`src/rtl/ula_pkg.sv`:
```
// Shared ULA operation codes and multiply-controller state encoding.
// Used by the multiply sequencer and the main ULA control block.
package ula_pkg;

    localparam logic [3:0] ALU_ADD = 4'b0010;
    localparam logic [3:0] ALU_SUB = 4'b0110;
    localparam logic [3:0] ALU_NOR = 4'b1100;

    typedef enum logic [2:0] {
        ST_IDLE   = 3'd0,
        ST_ABS_A  = 3'd1,
        ST_ABS_B  = 3'd2,
        ST_ITER   = 3'd3,
        ST_NEG_LO = 3'd4,
        ST_NOT_HI = 3'd5,
        ST_INC_HI = 3'd6,
        ST_DONE   = 3'd7
    } mult_state_e;

endpackage

```
`src/rtl/ula_mult_ctrl.sv`:
```
// Shift-and-add 32x32 multiplier sequencer that borrows the shared ULA.
// Signed operands are made positive first and the product negated last.
module ula_mult_ctrl
    import ula_pkg::*;
(
    input  logic        clock,
    input  logic        reset,
    input  logic        start,
    input  logic        is_signed,
    input  logic [31:0] op_a,
    input  logic [31:0] op_b,
    input  logic [31:0] alu_result,
    output logic [31:0] alu_in1,
    output logic [31:0] alu_in2,
    output logic [3:0]  alu_op,
    output logic        busy,
    output logic        done,
    output logic [31:0] hi,
    output logic [31:0] lo
);

    mult_state_e state_q;
    logic [31:0] a_q;
    logic [31:0] b_q;
    logic [31:0] mcand_q;
    logic [31:0] hi_q;
    logic [31:0] lo_q;
    logic        signed_q;
    logic        sign_q;
    logic        busy_q;
    logic        done_q;
    logic [4:0]  cnt_q;
    logic        carry;

    // ULA request for the current state; idle states present ADD(0,0)
    always_comb begin
        alu_in1 = '0;
        alu_in2 = '0;
        alu_op  = ALU_ADD;
        unique case (state_q)
            ST_ABS_A: begin
                if (a_q[31]) begin
                    alu_op  = ALU_SUB;
                    alu_in2 = a_q;
                end else begin
                    alu_in1 = a_q;
                end
            end
            ST_ABS_B: begin
                if (b_q[31]) begin
                    alu_op  = ALU_SUB;
                    alu_in2 = b_q;
                end else begin
                    alu_in1 = b_q;
                end
            end
            ST_ITER: begin
                alu_in1 = hi_q;
                alu_in2 = lo_q[0] ? mcand_q : '0;
            end
            ST_NEG_LO: begin
                if (sign_q) begin
                    alu_op  = ALU_SUB;
                    alu_in2 = lo_q;
                end else begin
                    alu_in1 = lo_q;
                end
            end
            ST_NOT_HI: begin
                alu_in1 = hi_q;
                if (sign_q) alu_op = ALU_NOR;
            end
            ST_INC_HI: begin
                alu_in1 = hi_q;
                if (sign_q) alu_in2 = {31'b0, (lo_q == 32'd0)};
            end
            default: ;
        endcase
    end

    // Carry out of the partial-product add, recovered from the ULA sum
    assign carry = (alu_result < hi_q);

    // Sequencer state, operand latches and product registers
    always_ff @(posedge clock) begin
        if (reset) begin
            state_q  <= ST_IDLE;
            a_q      <= '0;
            b_q      <= '0;
            mcand_q  <= '0;
            hi_q     <= '0;
            lo_q     <= '0;
            signed_q <= 1'b0;
            sign_q   <= 1'b0;
            busy_q   <= 1'b0;
            done_q   <= 1'b0;
            cnt_q    <= '0;
        end else begin
            done_q <= 1'b0;
            unique case (state_q)
                ST_IDLE: begin
                    if (start) begin
                        a_q      <= op_a;
                        b_q      <= op_b;
                        signed_q <= is_signed;
                        sign_q   <= op_a[31] ^ op_b[31];
                        cnt_q    <= '0;
                        busy_q   <= 1'b1;
                        if (is_signed) begin
                            state_q <= ST_ABS_A;
                        end else begin
                            hi_q    <= '0;
                            lo_q    <= op_b;
                            mcand_q <= op_a;
                            state_q <= ST_ITER;
                        end
                    end
                end
                ST_ABS_A: begin
                    mcand_q <= alu_result;
                    state_q <= ST_ABS_B;
                end
                ST_ABS_B: begin
                    lo_q    <= alu_result;
                    hi_q    <= '0;
                    state_q <= ST_ITER;
                end
                ST_ITER: begin
                    hi_q  <= {carry, alu_result[31:1]};
                    lo_q  <= {alu_result[0], lo_q[31:1]};
                    cnt_q <= cnt_q + 5'd1;
                    if (cnt_q == 5'd31) begin
                        if (signed_q) begin
                            state_q <= ST_NEG_LO;
                        end else begin
                            state_q <= ST_DONE;
                            done_q  <= 1'b1;
                        end
                    end
                end
                ST_NEG_LO: begin
                    lo_q    <= alu_result;
                    state_q <= ST_NOT_HI;
                end
                ST_NOT_HI: begin
                    hi_q    <= alu_result;
                    state_q <= ST_INC_HI;
                end
                ST_INC_HI: begin
                    hi_q    <= alu_result;
                    state_q <= ST_DONE;
                    done_q  <= 1'b1;
                end
                ST_DONE: begin
                    busy_q  <= 1'b0;
                    state_q <= ST_IDLE;
                end
                default: state_q <= ST_IDLE;
            endcase
        end
    end

    assign busy = busy_q;
    assign done = done_q;
    assign hi   = hi_q;
    assign lo   = lo_q;

endmodule
```
`config.mk`:
```
export PLATFORM = sky130hd
export DESIGN_NAME = ula_mult_ctrl
export DESIGN_NICKNAME = d
export VERILOG_FILES = /design/src/rtl/ula_pkg.sv /design/src/rtl/ula_mult_ctrl.sv
export SDC_FILE = /design/constraint.sdc
export NUM_CORES = 1
export LEC_CHECK = 0
export CAP_MARGIN = 10
export CORE_MARGIN = 4
export CORE_UTILIZATION = 48
export DETAILED_ROUTE_END_ITERATION = 6
export PLACE_DENSITY = 0.79
export SLEW_MARGIN = 20
export SYNTH_ARGS = -nofsm -noshare
export SYNTH_HDL_FRONTEND = slang
export SYNTH_SLANG_ARGS = --single-unit
export TNS_END_PERCENT = 10
```
`constraint.sdc`:
```
create_clock -name clock -period 2.9 [get_ports clock]
set_input_delay 0.87 -clock clock [delete_from_list [all_inputs] [get_ports clock]]
set_output_delay 0.87 -clock clock [all_outputs]
set_load 0.05 [all_outputs]
```
[Word-level counts from Yosys, hierarchy flattened]
Cells that the tools add are included.
Word-level totals
  logic and storage cells: 78
  register bits after elaboration: 172
  output and inout bits: 134
Operators by class
  add/sub/neg operators: 1
  $lt $le $gt $ge: 1
  mux-type cells: 36
  bitwise logic cells: 1
  eq/ne operators: 11
  reduce and logical (&&, ||, !) cells: 17
Operator list (number)
  2-to-1 mux 32 bit: 11
  one-hot mux 32 bit (4 select lines): 2
  one-hot mux 32 bit (5 select lines): 1
  one-hot mux 32 bit (3 select lines): 1
  one-hot mux 32 bit (2 select lines): 1
  2-to-1 mux 31 bit: 2
  logical NOT 32 bit: 1
  less-than comparator 32 bit: 1
  one-hot mux 3 bit (8 select lines): 1
  one-hot mux 4 bit (4 select lines): 1
  2-to-1 mux 3 bit: 5
  == test 3 bit (second input constant): 4
  one-hot mux 5 bit (2 select lines): 1
  AND reduction 3 bit: 3
  AND reduction 2 bit: 4
  == test 3 x 2 -> 1 bit (second input constant): 2
  inequality test 2 bit (second input constant): 3
  nonzero test 2 bit: 3
  adder 5 x 1 -> 5 bit (second input constant): 1
  == test 5 bit (second input constant): 1
  2-to-1 mux 5 bit: 1
  2-to-1 mux 1 bit: 4
  2-to-1 mux 2 bit: 2
  2-to-1 mux 4 bit: 1
  other kinds (8): 10

[Depth between registers and ports, before layout]
Gate-level depths: netlist of run 1.
  depth in word-level cells: 4
  depth in mapped cells: 8

[Worst setup path after synthesis of run 1]
No wires, ideal clock.
  kind: flip-flop to output port
  start point: register state_q[2]
  end point: output port alu_op[2]
  stages on the path, launching flop included: 7
  path slack: 0.150 ns
  arrival: 1.880 ns
  required time: 2.030 ns
  cell sequence: dfxtp_1 buf_6 buf_4 nor3b_1 clkbuf_1 nor2_1 o21ai_0
Between the ends
  word-level cells in the longest chain between the ends: 2
  elaborated cells on any way between the ends: 5
  classes of those cells: eq/ne (4); mux (1)
RTL lines
  start: declaration: line ula_mult_ctrl.sv:22  | mult_state_e state_q;
  start signal: assignment: line ula_mult_ctrl.sv:87  | state_q <= ST_IDLE;
  start signal: assignment: line ula_mult_ctrl.sv:110  | state_q <= ST_ABS_A;
  start signal: assignment: line ula_mult_ctrl.sv:115  | state_q <= ST_ITER;
  == test 3 bit (tied with other cells): line ula_mult_ctrl.sv:40  | unique case (state_q)
  one-hot mux 4 bit (4 select lines) (*): line ula_mult_ctrl.sv:40
  end: declaration: line ula_mult_ctrl.sv:15  | output logic [3:0] alu_op,
Every way passes the cells marked *; elsewhere a longest branch is shown, timed or not.

[Worst setup path after layout of run 1]
  start point: register state_q[2]
  end point: output port alu_in1[18]
Between the ends
  word-level cells in the longest chain between the ends: 3
  elaborated cells on any way between the ends: 8
  classes of those cells: eq/ne (6); mux (1); reduce/logical (1)
RTL lines
  == test 3 x 2 -> 1 bit / == test 3 bit (equally long branches): line ula_mult_ctrl.sv:40
  OR reduction 3 bit (no source line)
  one-hot mux 32 bit (4 select lines) (*): line ula_mult_ctrl.sv:40
  end: declaration: line ula_mult_ctrl.sv:13  | output logic [31:0] alu_in1,
Marked as above.

==> metrics, run 1 <==
top cell type's share of synthesized area 0.378; f_max 0.338 GHz; Unique masters post-synth 52; Net Count, Synth 1,288; first-pass GRT wire length 59.8 mm; minimum clock period 2960 ps; overall power 7.22 mW; CP top delay family buffers and inverters; hpwl dp 25.9 mm; status complete, but fails checks; leakage 5.30 nW; number of buffers created by CTS 17; Yosys warning count 0; initial antenna violation count 1; clk slew on worst S/H paths 60 ps; crit path buf inv count 4; failing checks DRC, setup timing; wire per inst 24.0 um; Die X 146 um; Critical Path Sink Type output pin; RSZ-0062 raised after global routing yes; DIE HEIGHT 146 um; Hold Buf Count CTS 0; clk sink count 172; buffer depth of the longest clock path 2; clk_lat worst skew 430 ps; area of the multi-input gates 5360 um2; Ports 234; Yosys top cell by area dfxtp_1; Mean Syn Cell Area 7.89 um2; clk_skew 8.82 ps; CTS H-tree depth 4; gr usage total 0.350; Placed Instance Area 12,800 um2; Peak VDD IR 420 uV; row count 50; fraction of layout cells with a size suffix above 1 0.192; gpl congestion 0.935; die area 21,300 um2; Req. time, crit path 2030 ps; Crit Path Max Fanout 13; grt total ovfl 0; vias in the first global route 10,484; CP Class register to output pin; power per cell area 520 nW/um2; initial DRC count 1,686; TritonRoute pass-1 iters 7; CTS tree done; vias per cell 6.63; Maximum Capacitance Violations 0; critical-path cell list buf_12 > nand2_2 > nor2_4 > buf_6 > buf_4 > a222oi_1 > nand2_2 > buf_12; commonest non-fill, non-tap cell in the layout nand2_1; Mapped Area 9120 um2; largest net degree at the start of global routing 66; register area share after synthesis 0.378; Most used DFF post-synth dfxtp_1; commonest non-fill, non-tap cells in the layout nand2_1, dfxtp_1, clkdlybuf4s50_1, nor2_1, a22oi_1; critical path's largest stage delay 390 ps; post-route insts no fill 1,654; Setup WS post-layout -60.4 ps; Hold Path Class register to register; final hold viol count 0; FF+latch count, synth 172; antenna-violating nets left 0; Crit-path slowest cell a222oi_1; Post-synth EDFFs 0; Synth-to-Final Area Change 52.3%; worst slew pin tran 871 ps; port buffer count 232; Worst Setup Start Kind register; crit share post-route 1.02; CORE AREA 18,700 um2; synth top area cells dfxtp_1, nand2_1, a22oi_1, a222oi_1, nor2_1; post-layout net count 1,539; fin area 13,900 um2; worst slew margin relative to its limit 0.411; number of cells produced by synthesis 1,155; Root Driver clkbuf_16; fill cell count 1,276; final setup violation count 6; final wirelength 39.7 mm; CP arrival 2090 ps; FFs w/ async S/R, synth 0; DR vias 10,970; Starting Density 0.487; Placed Cells 1,603; area occupied by registers 3450 um2; Pins Over Slew Limit 0; # DRC 36
==> report_power, final <==
group | total (mW) | switching [mW] | internal (mW) | leakage, nW
sequential | 2.82 | 0.250 | 2.57 | 1.41
clock | 2.17 | 1.00 | 1.17 | 0.261
combinational | 2.23 | 1.35 | 0.878 | 3.62
==> metal layers <==
metal / vias up / part of all wire / wire length, um / global-route usage
li1: 4735 / - / - / -
met1: 5124 / 0.37 / 14700 / 0.450
met2: 944 / 0.45 / 18100 / 0.547
met3: 167 / 0.13 / 5050 / 0.0881
met4: 0 / 0.049 / 1970 / 0.176
met5: - / 0 / 0 / 0
==> layout make-up <==
type / count / share of cell area
diodes: 1 / 0.000180
clock buffers: 20 / 0.0336
clock inverters: 12 / 0.00658
inverters: 34 / 0.00937
multi-input cells: 846 / 0.386
flip-flops and latches: 172 / 0.249
well taps: 234 / 0.0211
repair buffers: 335 / 0.294
==> synthesized netlist by cell type, types with 32 or more instances <==
| master | number |
|---|---|
| a311oi_1 | 32 |
| a21oi_1 | 88 |
| nor2_1 | 119 |
| inv_1 | 33 |
| a22oi_1 | 95 |
| a211oi_1 | 36 |
| clkbuf_1 | 71 |
| a222oi_1 | 62 |
| dfxtp_1 | 172 |
| ha_1 | 33 |
| mux2i_1 | 32 |
| nand2_1 | 270 |
==> cells by family after synthesis <==
group,Yosys count,share of synthesized area
AO/OA/AOI/OAI,335,0.273
XOR/XNOR,2,0.00192
adder cells (fa/ha/maj),33,0.0453
buffers and inverters,137,0.0653
flip-flops,172,0.378
multiplexers,32,0.0351
other,1,0.000411
AND/OR/NAND/NOR,443,0.201
==> through the flow <==
step / setup TNS [ps] / setup slack, ps / hold slack (ps) / util
6_report: -174 / -60.4 / 477 / 0.742
5_1_grt: -1450 / -117 / 496 / 0.742
4_1_cts: -96.2 / -30.1 / 476 / 0.729
3_5_place_dp: -73.6 / -73.6 / 454 / 0.682
3_3_place_gp: -1940 / -162 / 449 / 0.682
2_1_floorplan: 0 / 150 / 429 / -
==> state kept, by name (all words and copies together) (netlist names), 3 cells and up <==
signal	cells
hi	32
mcand_q	32
lo	32
state_q	3
a_q	32
cnt_q	5
b_q	32
==> path summary, 6_finish.rpt <==
path	from	end	slack, ps	depth (start not counted)
max reg2reg	state_q[1]$_SDFFE_PP0P_	lo[9]$_SDFFE_PP0P_	370	9
min reg2reg	signed_q$_SDFFE_PP0P_	signed_q$_SDFFE_PP0P_	480	2
max	state_q[2]$_SDFFE_PP0P_	alu_in1[18]	-60	8
min	signed_q$_SDFFE_PP0P_	signed_q$_SDFFE_PP0P_	480	2
==> worst min-delay path, cell delays in order, from the launching register on <==
cell and delay, ps:
dfxtp_1 320, nand2_1 60, a21oi_1 50
==> what timing repair did <==
item                                    CTS  global route
gates cloned                              3             0
buffers inserted                         10             5
endpoints found under the setup margin   65            65
pin swaps                                16            17
resized for setup                        37            58
No activity file was read; power rests on OpenSTA's default activity.
==> run 2, diff against run 1 <==
--- a/config.mk
+++ b/config.mk
@@ -5,8 +5,8 @@
 export SDC_FILE = /design/constraint.sdc
 export NUM_CORES = 1
 export LEC_CHECK = 0
-export CAP_MARGIN = 10
-export CORE_MARGIN = 4
+export CAP_MARGIN = 20
+export CORE_ASPECT_RATIO = 2
 export CORE_UTILIZATION = 48
 export DETAILED_ROUTE_END_ITERATION = 6
 export PLACE_DENSITY = 0.79
==> metrics, run 2 (same netlist as run 1, synthesis figures left out) <==
grt total ovfl 0; Critical Path Sink Type output pin; Peak VDD IR 423 uV; DR vias 10,996; crit share post-route 1.05; CTS tree done; DP Worst Slack 45.3 ps; Crit Path Max Fanout 7; gpl congestion 0.966; CORE AREA 18,700 um2; vias per cell 6.54; clk_skew 9.54 ps; die area 19,600 um2; overall power 7.31 mW; DIE HEIGHT 197 um; commonest non-fill, non-tap cells in the layout nand2_1, dfxtp_1, clkdlybuf4s50_1, nor2_1, a21oi_1; worst slew margin relative to its limit 0.441; largest net degree at the start of global routing 66; power per cell area 520 nW/um2; CP arrival 2170 ps; Req. time, crit path 2030 ps; failing checks DRC, setup timing; RSZ-0062 raised after global routing yes; first-pass GRT wire length 58.8 mm; CTS H-tree depth 4; fill cell count 1,252; Maximum Capacitance Violations 0; Starting Density 0.486; hpwl dp 25.5 mm; fraction of layout cells with a size suffix above 1 0.204; port buffer count 232; TritonRoute pass-1 iters 7; f_max 0.329 GHz; Pins Over Slew Limit 0; status complete, but fails checks; vias in the first global route 10,870; Die X 99.4 um; worst slew pin tran 839 ps; Setup WS post-layout -137 ps; minimum clock period 3040 ps; leakage 5.34 nW; antenna-violating nets left 0; final wirelength 39.8 mm; Ports 234; final hold viol count 0; initial antenna violation count 3; Worst Setup Start Kind register; clk sink count 172; final setup violation count 65; commonest non-fill, non-tap cell in the layout nand2_1; number of buffers created by CTS 17; Synth-to-Final Area Change 54.2%; initial DRC count 1,375; Placed Cells 1,619; Root Driver clkbuf_16; CP Class register to output pin; clk_lat worst skew 430 ps; Hold Path Class register to register; post-layout net count 1,544; clk slew on worst S/H paths 70 ps; buffer depth of the longest clock path 2; # DRC 30; post-route insts no fill 1,682; wire per inst 23.6 um; gr usage total 0.395; post-layout util 0.750; row count 71
## run 2: cell count changes in the layout (fill, tap and decap cells not counted), moves of 3 or more
cell | before | now
a22oi_1 | 91 | 73
a22oi_2 | 4 | 22
clkbuf_16 | 17 | 20
clkinvlp_4 | 5 | 1
inv_6 | 1 | 4
nand2_1 | 245 | 249
nand2_2 | 24 | 21
## run 2: cell type report
cell class | count | area (um2) | area share
sequential | 172 | 3450 | 0.246
clock buffer | 18 | 439 | 0.0312
antenna | 3 | 7.51 | 0.000534
clock inverter | 14 | 134 | 0.00952
tap | 255 | 319 | 0.0227
inverter | 34 | 128 | 0.00908
timing repair buffer | 340 | 4160 | 0.296
multi-input combinational | 846 | 5420 | 0.386
## run 2: timing repair
item,CTS,global route
hold buffers,0,0
endpoints found under the setup margin,65,65
cloned,2,4
hold endpoints to repair,0,0
buffers inserted,11,11
pin swaps,9,22
resized for setup,42,63
## run 2: per-layer routing
| layer | part of all wire | vias up | GRT usage |
|---|---|---|---|
| met2 | 0.49 | 866 | 0.661 |
| li1 | - | 4748 | - |
| met1 | 0.31 | 5107 | 0.402 |
| met3 | 0.10 | 275 | 0.0812 |
| met5 | 0 | - | 0 |
| met4 | 0.10 | 0 | 0.377 |
## run 2: path summary, 6_finish.rpt
path / startpoint / endpoint / slack, ps / cells after the start
setup / recovery: state_q[1]$_SDFFE_PP0P_ / alu_in2[7] / -140 / 9
hold / removal: b_q[13]$_SDFFE_PP0P_ / b_q[13]$_SDFFE_PP0P_ / 480 / 2
setup reg to reg: state_q[1]$_SDFFE_PP0P_ / lo[14]$_SDFFE_PP0P_ / 470 / 10
hold reg to reg: b_q[13]$_SDFFE_PP0P_ / b_q[13]$_SDFFE_PP0P_ / 480 / 2
## run 2: stage by stage
step | area, um2 | hold WS, ps | setup TNS [ps]
after floorplan | 9120 | 429 | 0
after global placement | 12800 | 456 | -836
after detailed placement | 12800 | 462 | 0
after CTS | 13600 | 474 | -23.8
after global routing | 14100 | 498 | -7110
final | 14100 | 480 | -3870
## run 2: power by group
group          internal (mW)  switching [mW]  leakage [nW]  total, mW
logic                  0.877            1.34          3.64       2.22
clock network           1.22            1.05         0.283       2.28
registers               2.57           0.253          1.41       2.82
total                   4.67            2.64          5.34       7.31
## run 2: critical path, cell delays in order, from the launching register on
cell and delay [ps]:
dfxtp_4 370, buf_12 140, buf_4 150, buf_12 130
nor3_4 220, buf_6 180, clkbuf_16 190, a22oi_1 70
nand2_1 140, buf_12 150
